<file path="config.mk">
export PLATFORM = sky130hd
export DESIGN_NAME = alu_result_collector_flat
export DESIGN_NICKNAME = d
export VERILOG_FILES = /design/src/rtl/alu_result_collector_if.sv /design/src/rtl/alu_result_collector.sv /design/src/flat_wrapper.sv
export SDC_FILE = /design/constraint.sdc
export NUM_CORES = 1
export LEC_CHECK = 0
export CAP_MARGIN = 5
export CORE_ASPECT_RATIO = 0.75
export CORE_MARGIN = 2
export CORE_UTILIZATION = 58
export DETAILED_ROUTE_END_ITERATION = 8
export PLACE_DENSITY = 0.81
export SLEW_MARGIN = 40
export SYNTH_ARGS = -nofsm -noshare
export SYNTH_HDL_FRONTEND = slang
export SYNTH_SLANG_ARGS = --single-unit
</file>
<file path="constraint.sdc">
create_clock -name clk -period 5.6 [get_ports clk]
set_clock_uncertainty 0.15 [all_clocks]
set_input_delay 1.12 -clock clk [delete_from_list [all_inputs] [get_ports clk]]
set_output_delay 1.12 -clock clk [all_outputs]
set_load 0.005 [all_outputs]
</file>
<file path="src/rtl/alu_result_collector_if.sv">
// Result-path handshake bundle: producer-to-collector push side and collector-to-writeback side.
// The collector takes the slave modport; the producer/writeback model takes master.
interface alu_result_collector_if #(
   parameter int unsigned DATA_W     = 32,
   parameter int unsigned REG_ADDR_W = 4
);
   logic                  in_valid;
   logic                  in_ready;
   logic [DATA_W-1:0]     in_result;
   logic [2:0]            in_nzp;
   logic [REG_ADDR_W-1:0] in_dest;
   logic                  wb_valid;
   logic                  wb_ready;
   logic [DATA_W-1:0]     wb_data;
   logic [REG_ADDR_W-1:0] wb_addr;

   modport master (
      output in_valid, in_result, in_nzp, in_dest, wb_ready,
      input  in_ready, wb_valid, wb_data, wb_addr
   );

   modport slave (
      input  in_valid, in_result, in_nzp, in_dest, wb_ready,
      output in_ready, wb_valid, wb_data, wb_addr
   );
endinterface

</file>
<file path="src/rtl/alu_result_collector.sv">
// ALU result collector: in-order FIFO from ALU results to register writeback, latching nzp on retire.
// Optional ALU_COLLECT_STATS_EN adds a 16-bit wrapping retire_count output.
module alu_result_collector #(
   parameter int unsigned DATA_W     = 32,
   parameter int unsigned DEPTH      = 4,
   parameter int unsigned REG_ADDR_W = 4
) (
   input  logic                       clk,
   input  logic                       rst,
   alu_result_collector_if.slave      bus,
   output logic [2:0]                 cc_nzp,
   output logic [$clog2(DEPTH):0]     occupancy,
`ifdef ALU_COLLECT_STATS_EN
   output logic [15:0]                retire_count,
`endif
   output logic                       nzp_err
);
   localparam int unsigned PtrW = $clog2(DEPTH);
   localparam int unsigned CntW = PtrW + 1;

   logic [DATA_W-1:0]     mem_result_q [DEPTH];
   logic [2:0]            mem_nzp_q    [DEPTH];
   logic [REG_ADDR_W-1:0] mem_dest_q   [DEPTH];

   logic [PtrW-1:0] wr_ptr_q, wr_ptr_d;
   logic [PtrW-1:0] rd_ptr_q, rd_ptr_d;
   logic [CntW-1:0] occ_q, occ_d;
   logic [2:0]      cc_nzp_q, cc_nzp_d;
   logic            nzp_err_q, nzp_err_d;
   logic            push, pop, nzp_onehot;
`ifdef ALU_COLLECT_STATS_EN
   logic [15:0]     retire_cnt_q, retire_cnt_d;
`endif

   always_comb begin
      bus.in_ready = occ_q < CntW'(DEPTH);
      bus.wb_valid = occ_q != '0;
      bus.wb_data  = mem_result_q[rd_ptr_q];
      bus.wb_addr  = mem_dest_q[rd_ptr_q];
      push         = bus.in_valid && bus.in_ready;
      pop          = bus.wb_valid && bus.wb_ready;
      nzp_onehot   = (bus.in_nzp == 3'b001) || (bus.in_nzp == 3'b010) || (bus.in_nzp == 3'b100);
   end

   always_comb begin
      wr_ptr_d  = wr_ptr_q;
      rd_ptr_d  = rd_ptr_q;
      occ_d     = occ_q;
      cc_nzp_d  = cc_nzp_q;
      nzp_err_d = nzp_err_q;
`ifdef ALU_COLLECT_STATS_EN
      retire_cnt_d = retire_cnt_q;
`endif
      // Pointers are PtrW bits wide, so increment wraps modulo DEPTH for free.
      if (push) begin
         wr_ptr_d = wr_ptr_q + 1'b1;
         if (!nzp_onehot) nzp_err_d = 1'b1;
      end
      if (pop) begin
         rd_ptr_d = rd_ptr_q + 1'b1;
         cc_nzp_d = mem_nzp_q[rd_ptr_q];
`ifdef ALU_COLLECT_STATS_EN
         retire_cnt_d = retire_cnt_q + 16'd1;
`endif
      end
      if (push && !pop)      occ_d = occ_q + 1'b1;
      else if (pop && !push) occ_d = occ_q - 1'b1;
   end

   always_ff @(posedge clk or posedge rst) begin
      if (rst) begin
         wr_ptr_q  <= '0;
         rd_ptr_q  <= '0;
         occ_q     <= '0;
         cc_nzp_q  <= 3'b010;
         nzp_err_q <= 1'b0;
`ifdef ALU_COLLECT_STATS_EN
         retire_cnt_q <= '0;
`endif
      end else begin
         wr_ptr_q  <= wr_ptr_d;
         rd_ptr_q  <= rd_ptr_d;
         occ_q     <= occ_d;
         cc_nzp_q  <= cc_nzp_d;
         nzp_err_q <= nzp_err_d;
`ifdef ALU_COLLECT_STATS_EN
         retire_cnt_q <= retire_cnt_d;
`endif
      end
   end

   // Storage needs no reset: occupancy gates every read.
   always_ff @(posedge clk) begin
      if (push) begin
         mem_result_q[wr_ptr_q] <= bus.in_result;
         mem_nzp_q[wr_ptr_q]    <= bus.in_nzp;
         mem_dest_q[wr_ptr_q]   <= bus.in_dest;
      end
   end

   assign cc_nzp    = cc_nzp_q;
   assign occupancy = occ_q;
   assign nzp_err   = nzp_err_q;
`ifdef ALU_COLLECT_STATS_EN
   assign retire_count = retire_cnt_q;
`endif
endmodule

</file>
<file path="src/flat_wrapper.sv">
// flat-port wrapper written by rule: the top's interface ports become plain ports
module alu_result_collector_flat 
#(
   parameter int unsigned DATA_W     = 32,
   parameter int unsigned DEPTH      = 4,
   parameter int unsigned REG_ADDR_W = 4
)
  (clk, rst, cc_nzp, occupancy, nzp_err, bus_in_valid, bus_in_result, bus_in_nzp, bus_in_dest, bus_wb_ready, bus_in_ready, bus_wb_valid, bus_wb_data, bus_wb_addr);
  alu_result_collector_if #(.DATA_W(DATA_W), .REG_ADDR_W(REG_ADDR_W)) bus_i ();
  input  logic clk;
  input  logic rst;
  output logic [2:0] cc_nzp;
  output logic [$clog2(DEPTH):0] occupancy;
  output logic nzp_err;
  input wire logic [$bits(bus_i.in_valid)-1:0] bus_in_valid;
  input wire logic [$bits(bus_i.in_result)-1:0] bus_in_result;
  input wire logic [$bits(bus_i.in_nzp)-1:0] bus_in_nzp;
  input wire logic [$bits(bus_i.in_dest)-1:0] bus_in_dest;
  input wire logic [$bits(bus_i.wb_ready)-1:0] bus_wb_ready;
  output wire logic [$bits(bus_i.in_ready)-1:0] bus_in_ready;
  output wire logic [$bits(bus_i.wb_valid)-1:0] bus_wb_valid;
  output wire logic [$bits(bus_i.wb_data)-1:0] bus_wb_data;
  output wire logic [$bits(bus_i.wb_addr)-1:0] bus_wb_addr;
  assign bus_i.in_valid = bus_in_valid;
  assign bus_i.in_result = bus_in_result;
  assign bus_i.in_nzp = bus_in_nzp;
  assign bus_i.in_dest = bus_in_dest;
  assign bus_i.wb_ready = bus_wb_ready;
  assign bus_in_ready = bus_i.in_ready;
  assign bus_wb_valid = bus_i.wb_valid;
  assign bus_wb_data = bus_i.wb_data;
  assign bus_wb_addr = bus_i.wb_addr;
  alu_result_collector #(.DATA_W(DATA_W), .DEPTH(DEPTH), .REG_ADDR_W(REG_ADDR_W)) u_core (.clk(clk), .rst(rst), .bus(bus_i), .cc_nzp(cc_nzp), .occupancy(occupancy), .nzp_err(nzp_err));
endmodule
</file>
==> summary.md <==
| Metric | Value |
|---|---|
| Post-synth EDFFs | `~160` |
| Area leader, netlist | `edfxtp_1` |
| Detailed-route wire length | `10600 um` |
| Height of the die | `approximately 94 um` |
| Yosys warning count | `0` |
| Layout cells sized above 1 | `just under 20%` |
| Fillers | `~600` |
| Final period util | `69.2%` |
| Die area | `between 10000 and 15000 um^2` |
| Register bit total from synthesis | `roughly 170` |
| Post-CTS Resized | `0` |
| Max Freq | `approximately 260 MHz` |
| Pwr Density | `approximately 490 nW/um^2` |
| Status | `completed` |
| DRC Markers | `0` |
| Peak VDD IR | `around 0.27 mV` |
| Core area | `roughly 10000 um^2` |
| Cell family with the largest share of critical-path delay | `flip-flops` |
| Fin crit period | `~3.9 ns` |
| Initial antenna violation count | `0` |
| Met2 Wirelength | `between 5000 and 6000 um` |
| Total grt overflow | `0` |
| Critical Path Slowest Stage Cell | `dfrtp_4` |
| Via Count | `between 2000 and 3000` |
| Met3 WL | `between 700 and 800 um` |
| Drt wl/cell | `between 20 and 25 um` |
| Top layer in use | `met4` |
| Synth top cells by count | `156 x edfxtp_1, 33 x mux4_2, 10 x dfrtp_1` |
| Worst-path cell chain | `buf_4 > mux4_2 > clkdlybuf4s50_1` |
| Buf/Inv on CP | `2` |
| Worst stage delay on the critical path | `0.84 ns` |
| Worst EP required | `approximately 4.3 ns` |
| Number of H-tree levels | `4` |
| Setup crit start kind | `register` |
| Total track usage | `around a fifth` |
| I/O pin count | `roughly 90` |
| Hold Buf Count CTS | `0` |
| MaxCap Viol Count | `0` |
| Setup crit end kind | `output port` |
| Final hold vios | `0` |
| DR iter-0 viols | `approximately 170` |
| Syn_nets | `301` |
| DR vias/cell | `about 5.7` |
| PortBufs | `87` |
| Top FF cell, synth | `edfxtp_1` |
| Final ANT Viol Nets | `0` |
| Leak | `0.00255 uW` |
| Met1 WL | `between 4000 and 5000 um` |
| Worst setup path class | `register to output port` |
| Worst Hold Class | `register to register` |
| Post-Synthesis Cells | `roughly 250` |
| Vias in the first global route | `~3200` |
| Setup_tns | `0 ns` |
| P&R area growth vs syn | `23.8%` |
| Pre-CTS setup slack | `1.98 ns` |
| Yosys top cell area share | `74.9%` |
| Syn_area_per_cell | `about 25 um^2` |
| Post-CTS setup buffers | `0` |
| Ys async rst share | `approximately 6.6%` |
| Synth area leaders | `edfxtp_1 75%, mux4_2 12%, dfrtp_1 4.0%` |
| Starting Density | `60.1%` |
| ANT cells | `0` |
| Clock-pin slew on the worst setup and hold paths | `about 0.06 ns` |
| TritonCTS sink count | `between 150 and 200` |
| # setup viols final | `0` |
| CTS root buffer | `clkbuf_16` |
| Netlist cell types | `24` |
| Die width | `between 100 and 150 um` |
| Least-Margin Pin Slew | `around 0.71 ns` |
| Num CTS Buffers | `17` |
| Max FO, Critical Path | `33` |
| Post-synthesis cell area | `about 6300 um^2` |
| Pin count of the biggest net entering global routing | `a little over 40` |
| Sequential element share of the synthesized area | `between 70% and 80%` |
| RSZ-0062 raised after global routing | `false` |
| CTS tree | `built` |
| CTS Buffer Depth | `2` |
| 1st-pass router iterations | `4` |
| Worst skew pair latency | `between 0.4 and 0.5 ns` |
| Global-route wire length before repair | `16500 um` |
| Final HPWL DP | `6170 um` |
| Slew margin rel. | `a little over half` |
| Max Slew Vio Count | `0` |
| Signal arrival time at the worst endpoint | `about 2.6 ns` |
| GPL Wtd Cong | `0.693` |
| Row cnt | `32` |
| Most frequent cell after synthesis | `edfxtp_1` |
| Final net count | `slightly below 400` |
| Final worst-path setup slack | `around 1.7 ns` |
[state kept, by name (all words and copies together) (netlist names)]
name	count
u_core.cc_nzp	3
u_core.mem_dest_q	16
u_core.mem_nzp_q	12
u_core.mem_result_q	128
u_core.nzp_err	1
u_core.occupancy	3
u_core.rd_ptr_q	2
u_core.wr_ptr_q	2
[final cells by class]
cell class	instances	area (um^2)	area share, %
multi-input cells	70	1180	15.3
inverters	5	18.8	0.242
clock buffers	22	444	5.74
flip-flops and latches	167	4970	64.2
well taps	136	170	2.20
clock inverters	10	81.3	1.05
repair buffers	88	878	11.3
[worst reg2reg max path, cell delays in order, from the launching register on]
cell,delay [ns]
dfrtp_1,0.41
nor2b_1,0.58
ha_1,0.33
inv_1,0.07
fa_1,0.38
xor2_1,0.17
nor2_1,0.15
xnor2_1,0.14
[placed cells by master (no fill, tap or decap)]
cell type,synthesis,layout
a21o_1,1,1
and2_4,0,4
buf_4,1,1
bufinv_16,0,1
clkbuf_1,1,5
clkbuf_16,0,17
clkdlybuf4s50_1,0,87
clkinv_1,0,2
clkinv_2,0,4
clkinv_4,0,1
clkinvlp_4,0,2
dfrtp_1,10,8
dfrtp_4,0,2
dfstp_2,1,1
edfxtp_1,156,156
fa_1,1,1
ha_1,5,5
inv_1,5,5
mux2_2,4,4
mux4_1,6,6
mux4_2,33,33
nand2_1,2,2
nand3_1,1,1
nor2_1,1,1
nor2b_1,1,1
o21ai_0,3,3
or3_4,1,1
xnor2_1,5,5
xor2_1,2,2
[stage by stage]
step / instance area, um^2 / hold slack, ns / power (uW) / utilization [%] / cells
after floorplan: 6250 / 0.301 / 2320 / - / 252
after global placement: 7210 / 0.296 / 2790 / 69.2 / 466
after detailed placement: 7220 / 0.318 / 2830 / 69.3 / 466
after CTS: 7740 / 0.332 / 3870 / 74.4 / 498
after global routing: 7740 / 0.343 / 4000 / 74.4 / 498
final: 7740 / 0.329 / 3820 / 74.4 / 498
[routing by layer]
layer  track usage, %  up-vias
met2             32.6      101
li1                 -     1250
met1             25.8     1456
met3             6.80       16
met4             7.77        0
met5                0        -
[power breakdown]
group,leakage [uW],internal (uW),switching (uW)
Combinational,0.000758,673,345
Sequential,0.00154,1580,185
Clock,0.000253,605,433
[logic make-up after synthesis]
family          Yosys count  share of synthesized area, %
flops                   167                          79.3
mux                      43                          15.1
buf+inv                  15                          1.94
simple gates             10                         0.940
xor+xnor                  7                         0.980
fa+ha+maj                 6                          1.32
compound gates            4                         0.360
[worst paths after layout]
path                                                  from                              end  slack, ns  depth (start not counted)
min in group asynchronous                              rst  u_core.occupancy[1]$_DFFE_PP0P_       0.86                          2
max in group asynchronous                              rst   u_core.rd_ptr_q[1]$_DFFE_PP0P_       4.09                          2
setup / recovery            u_core.rd_ptr_q[0]$_DFFE_PP0P_                  bus_wb_data[21]       1.72                          3
hold reg to reg                 u_core.nzp_err$_DFFE_PP0P_       u_core.nzp_err$_DFFE_PP0P_       0.33                          1
setup reg to reg           u_core.occupancy[2]$_DFFE_PP0P_  u_core.occupancy[2]$_DFFE_PP0P_       3.15                          7
hold / removal                  u_core.nzp_err$_DFFE_PP0P_       u_core.nzp_err$_DFFE_PP0P_       0.33                          1
No activity file was read; power rests on OpenSTA's default activity.
